File: src/rtl/matmul_engine.sv
// Sequential NxN matrix multiplier with optional accumulate into the held result.
// One multiply-accumulate per clock, k innermost, then j, then i.
// Element [r][c] of every packed matrix port sits at bits (r*N+c)*DATA_W +: DATA_W.
module matmul_engine #(
  parameter int N      = 2,
  parameter int DATA_W = 32
) (
  input  logic                     clk,
  input  logic                     rst,
  input  logic                     in_valid,
  output logic                     in_ready,
  input  logic                     mode,
  input  logic [N*N*DATA_W-1:0]    mat_a,
  input  logic [N*N*DATA_W-1:0]    mat_b,
  output logic                     out_valid,
  input  logic                     out_ready,
  output logic [N*N*DATA_W-1:0]    mat_c,
  output logic [31:0]              cycle_count
);

  localparam int              IDX_W = (N > 1) ? $clog2(N) : 1;
  localparam logic [IDX_W-1:0] LAST = IDX_W'(N - 1);

  localparam logic [1:0] IDLE    = 2'd0;
  localparam logic [1:0] COMPUTE = 2'd1;
  localparam logic [1:0] DONE    = 2'd2;

  logic [1:0]        state;
  logic [DATA_W-1:0] a_q [N][N];
  logic [DATA_W-1:0] b_q [N][N];
  logic [DATA_W-1:0] c_q [N][N];
  logic              mode_q;
  logic [IDX_W-1:0]  i_q, j_q, k_q;
  logic [DATA_W-1:0] acc;
  logic [DATA_W-1:0] base;
  logic [DATA_W-1:0] sum;
  logic              accept;
  logic              computing;

  assign in_ready  = (state == IDLE);
  assign out_valid = (state == DONE);
  assign accept    = in_ready && in_valid;
  assign computing = (state == COMPUTE);

  // Current MAC: the first term of each dot product seeds from zero or the held C.
  always_comb begin
    // NOTE: every combinational output gets a default first so no path leaves it unassigned (no latch).
    base = acc;
    if (k_q == '0) base = mode_q ? c_q[i_q][j_q] : '0;
    // Both the product and the sum are evaluated at DATA_W bits, so they wrap modulo 2^DATA_W.
    sum = base + a_q[i_q][k_q] * b_q[k_q][j_q];
  end

  // Operand capture on the accept edge; operands are don't-care until then.
  always_ff @(posedge clk) begin
    // NOTE: operand arrays are plain storage with no reset; only state that is observable after reset is cleared.
    if (accept) begin
      mode_q <= mode;
      for (int r = 0; r < N; r++) begin
        for (int c = 0; c < N; c++) begin
          a_q[r][c] <= mat_a[(r*N+c)*DATA_W +: DATA_W];
          b_q[r][c] <= mat_b[(r*N+c)*DATA_W +: DATA_W];
        end
      end
    end
  end

  // FSM, loop indices, accumulator, result storage and compute-cycle counter.
  always_ff @(posedge clk) begin
    // NOTE: sequential state uses non-blocking assignments so all registers update together on the edge.
    if (rst) begin
      state       <= IDLE;
      i_q         <= '0;
      j_q         <= '0;
      k_q         <= '0;
      acc         <= '0;
      cycle_count <= '0;
      for (int r = 0; r < N; r++) begin
        for (int c = 0; c < N; c++) c_q[r][c] <= '0;
      end
    end else begin
      case (state)
        IDLE: begin
          if (in_valid) begin
            state <= COMPUTE;
            i_q   <= '0;
            j_q   <= '0;
            k_q   <= '0;
            acc   <= '0;
          end
        end
        COMPUTE: begin
          cycle_count <= cycle_count + 32'd1;
          if (k_q == LAST) begin
            c_q[i_q][j_q] <= sum;
            acc           <= '0;
            k_q           <= '0;
            if (j_q == LAST) begin
              j_q <= '0;
              if (i_q == LAST) begin
                i_q   <= '0;
                state <= DONE;
              end else begin
                i_q <= i_q + IDX_W'(1);
              end
            end else begin
              j_q <= j_q + IDX_W'(1);
            end
          end else begin
            acc <= sum;
            k_q <= k_q + IDX_W'(1);
          end
        end
        DONE: begin
          if (out_ready) state <= IDLE;
        end
        default: state <= IDLE;
      endcase
    end
  end

  // Flatten the held result onto the output port.
  for (genvar r = 0; r < N; r++) begin : g_row
    for (genvar c = 0; c < N; c++) begin : g_col
      assign mat_c[(r*N+c)*DATA_W +: DATA_W] = c_q[r][c];
    end
  end

  // Computing flag kept for readability of the FSM; referenced here to document intent.
  logic unused_ok;
  assign unused_ok = computing;

endmodule
File: config.mk
export PLATFORM = sky130hd
export DESIGN_NAME = matmul_engine
export DESIGN_NICKNAME = d
export VERILOG_FILES = /design/src/rtl/matmul_engine.sv
export SDC_FILE = /design/constraint.sdc
export NUM_CORES = 2
export LEC_CHECK = 0
export ABC_CLOCK_PERIOD_IN_PS = 10500
export CAP_MARGIN = 20
export CORE_MARGIN = 5
export CORE_UTILIZATION = 30
export DETAILED_ROUTE_END_ITERATION = 10
export HOLD_SLACK_MARGIN = 0.03
export PLACE_DENSITY_LB_ADDON = 0.12
export SETUP_SLACK_MARGIN = 0.4
export SLEW_MARGIN = 10
export SYNTH_ARGS = -nofsm -noshare
export SYNTH_HDL_FRONTEND = slang
export SYNTH_SLANG_ARGS = --single-unit
File: constraint.sdc
create_clock -name clk -period 10.5 [get_ports clk]
set_clock_uncertainty 0.1 [all_clocks]
set_input_delay 2.625 -clock clk [delete_from_list [all_inputs] [get_ports clk]]
set_output_delay 2.625 -clock clk [all_outputs]
set_load 0.01 [all_outputs]
==> run metrics <==
status=complete, no violations; Final Wtd Congestion=0.870; final wirelength=115 mm; largest net degree at the start of global routing=152; CP Max Fanout=31; Core Region=0.114 mm²; RSZ-0062 raised after global routing=false; Slew @ Worst Pin=1050 ps; synthesized area=about 0.034 mm²; I/O pins=423; vias in the first global route=24700; Layout area overhead=23.0%; relative slew slack=27.7%; CTS HTree Levels=2; CTS Root Cell=clkbuf_16; DR pass1 iterations=5; first-pass GRT wire length=around 170 mm; Mapped Cells=around 3000; Crit path arrival time=9800 ps; Synth Net Count=approximately 3800; Nets=4274; Synth cell types=64; clock sink count=456; CP startpoint kind=flop; CP Capture Type=flop; Vias=around 23000; grt ovf=0; Avg Synthesized Cell Area=around 11 µm²; Final HPWL DP=91.9 mm; top_reg_cell synth=edfxtp_1; CTS buffer count=53; Via density=4.61; setup tns final=0 ps; Die Width=349 µm; commonest non-fill, non-tap cell in the layout=inv_1; met2 global-route usage=32.9%; Period Utilization, post-route=89.7%; Iteration-0 DRC Markers=1456; share of cells above drive strength 1=7.84%; post-CTS setup buffer count=0; Final setup violation count=0; Crit path largest cell delay=730 ps; PostCTS Resize Cnt=0; most frequent cells in the layout=inv_1, nor2_1, fa_1; CP max stage cell=dfxtp_4; Cell Rows=124; residual DRC count=0; Post-synth ARST share=0%; Hold Crit Class=reg -> reg; max cap viols=0; die footprint=about 0.12 mm²; DR WL/cell=23.0 µm; gr busiest metal=met2; CP most frequent cell=fa_1; ANT nets after route=0; Pins Over Slew Limit=0; Synth Register Bits=between 400 and 500; GRT Util Overall=between 10% and 20%; met3 usage in global routing=4.64%; Die Ht=349 µm; EDFF count, synth=just under 400; Required @ worst endpoint=approximately 11000 ps; # port buffers=422; Max clock buf depth=3; CTS tree=yes; post-synthesis sequential area ratio=37.8%; Fin. Hold Viols=0; Synth warnings=0; fmax=106 MHz; kind of critical path=reg -> reg; Hold-fix buffers, CTS=0; min cycle time layout=9420 ps; clock-pin transition on the worst setup and hold timing paths=60 ps; Skew-Pair Late Insertion Delay=630 ps; Initial Util=30.2%; initial antenna violation count=20; met1 GRT Util=23.2%
[path summary, 6_finish.rpt]
| kind | startpoint | end | slack [ps] | cells after the start |
|---|---|---|---|---|
| worst max-delay path | flop | acc[28] | 1080 | 28 |
| worst min-delay path | acc[21] | acc[21] | 390 | 2 |
| worst max register to register | flop | acc[28] | 1080 | 28 |
| worst min register to register | acc[21] | acc[21] | 390 | 2 |
[through the flow]
stage | worst slack [ps] | std cells | cell area (µm²) | util, % | hold slack [ps]
floorplan | 466 | 3022 | 34400 | - | 355
global placement | 1130 | 4906 | 40500 | 35.5 | 364
detailed placement | 1090 | 4907 | 40500 | 35.5 | 373
CTS | 1060 | 5005 | 42300 | 37.1 | 388
global route | 553 | 5012 | 42300 | 37.1 | 405
finish | 1080 | 5016 | 42300 | 37.1 | 388
[worst max-delay path: cells and delay by family, from the launching register on]
kind	cells	cell delay [ps]
AOI/OAI and AO/OA	6	1670
buffers and inverters	6	340
xor gates and xnor gates	1	430
and+or+nand+nor	5	1050
DFF	1	730
adders and majority gates	9	4400
muxes	1	500
[state kept, by name (all words and copies together), names as in the netlist, named ones only]
register     count
a_q            128
acc             32
b_q            128
c_q            128
cycle_count     32
i_q              1
j_q              1
k_q              1
mode_q           1
state            2
[Yosys cell counts (all sizes together), types with 11 or more instances]
library cell  count  area, µm²
a21o             18        135
a21oi            45        225
a22oi            35        263
and2             39        244
buf              32        269
clkbuf           94        353
dfxtp            71       1420
edfxtp          385      11600
fa              438       8770
ha              125       1560
inv             509       1910
mux2             26        293
mux2i           105       1150
mux4             55       1240
nand2           289       1090
nand2b           22        138
nand3            11       55.1
nor2            489       1840
o21ai            22        118
xnor2            61        549
xor2             53        464
[layer usage]
| metal | vias to the layer above | share of wire, % | routed length (µm) |
|---|---|---|---|
| met5 | - | 0.0061 | 7 |
| met4 | 2 | 2.9 | 3330 |
| met3 | 145 | 6.6 | 7560 |
| met2 | 632 | 51 | 58900 |
| met1 | 11800 | 40 | 45600 |
| li1 | 10500 | - | - |
[cell families (layout without fill, tap and decap cells)]
logic type / count (synthesis) / after routing / share of synthesized area (%)
AO/OA/AOI/OAI: 168 / 168 / 3.29
XOR/XNOR: 115 / 115 / 3.02
adder cells (fa/ha/maj): 563 / 563 / 30.1
buffers and inverters: 635 / 1106 / 7.37
flip-flops: 456 / 456 / 37.8
multiplexers: 186 / 186 / 7.81
other: 0 / 11 / 0
AND/OR/NAND/NOR: 899 / 899 / 10.7
[final cells by class]
class,count,area (µm²)
timing repair buffer,499,4840
multi-input combinational,1931,18900
inverter,509,1910
fill,11300,71700
clock buffer,77,1470
sequential,456,13000
clock inverter,21,259
tap,1512,1890
antenna,11,27.5
Power is left out: the tool's default activity adds up to more than one toggle a clock period on the data nets, which glitch-free logic cannot reach.
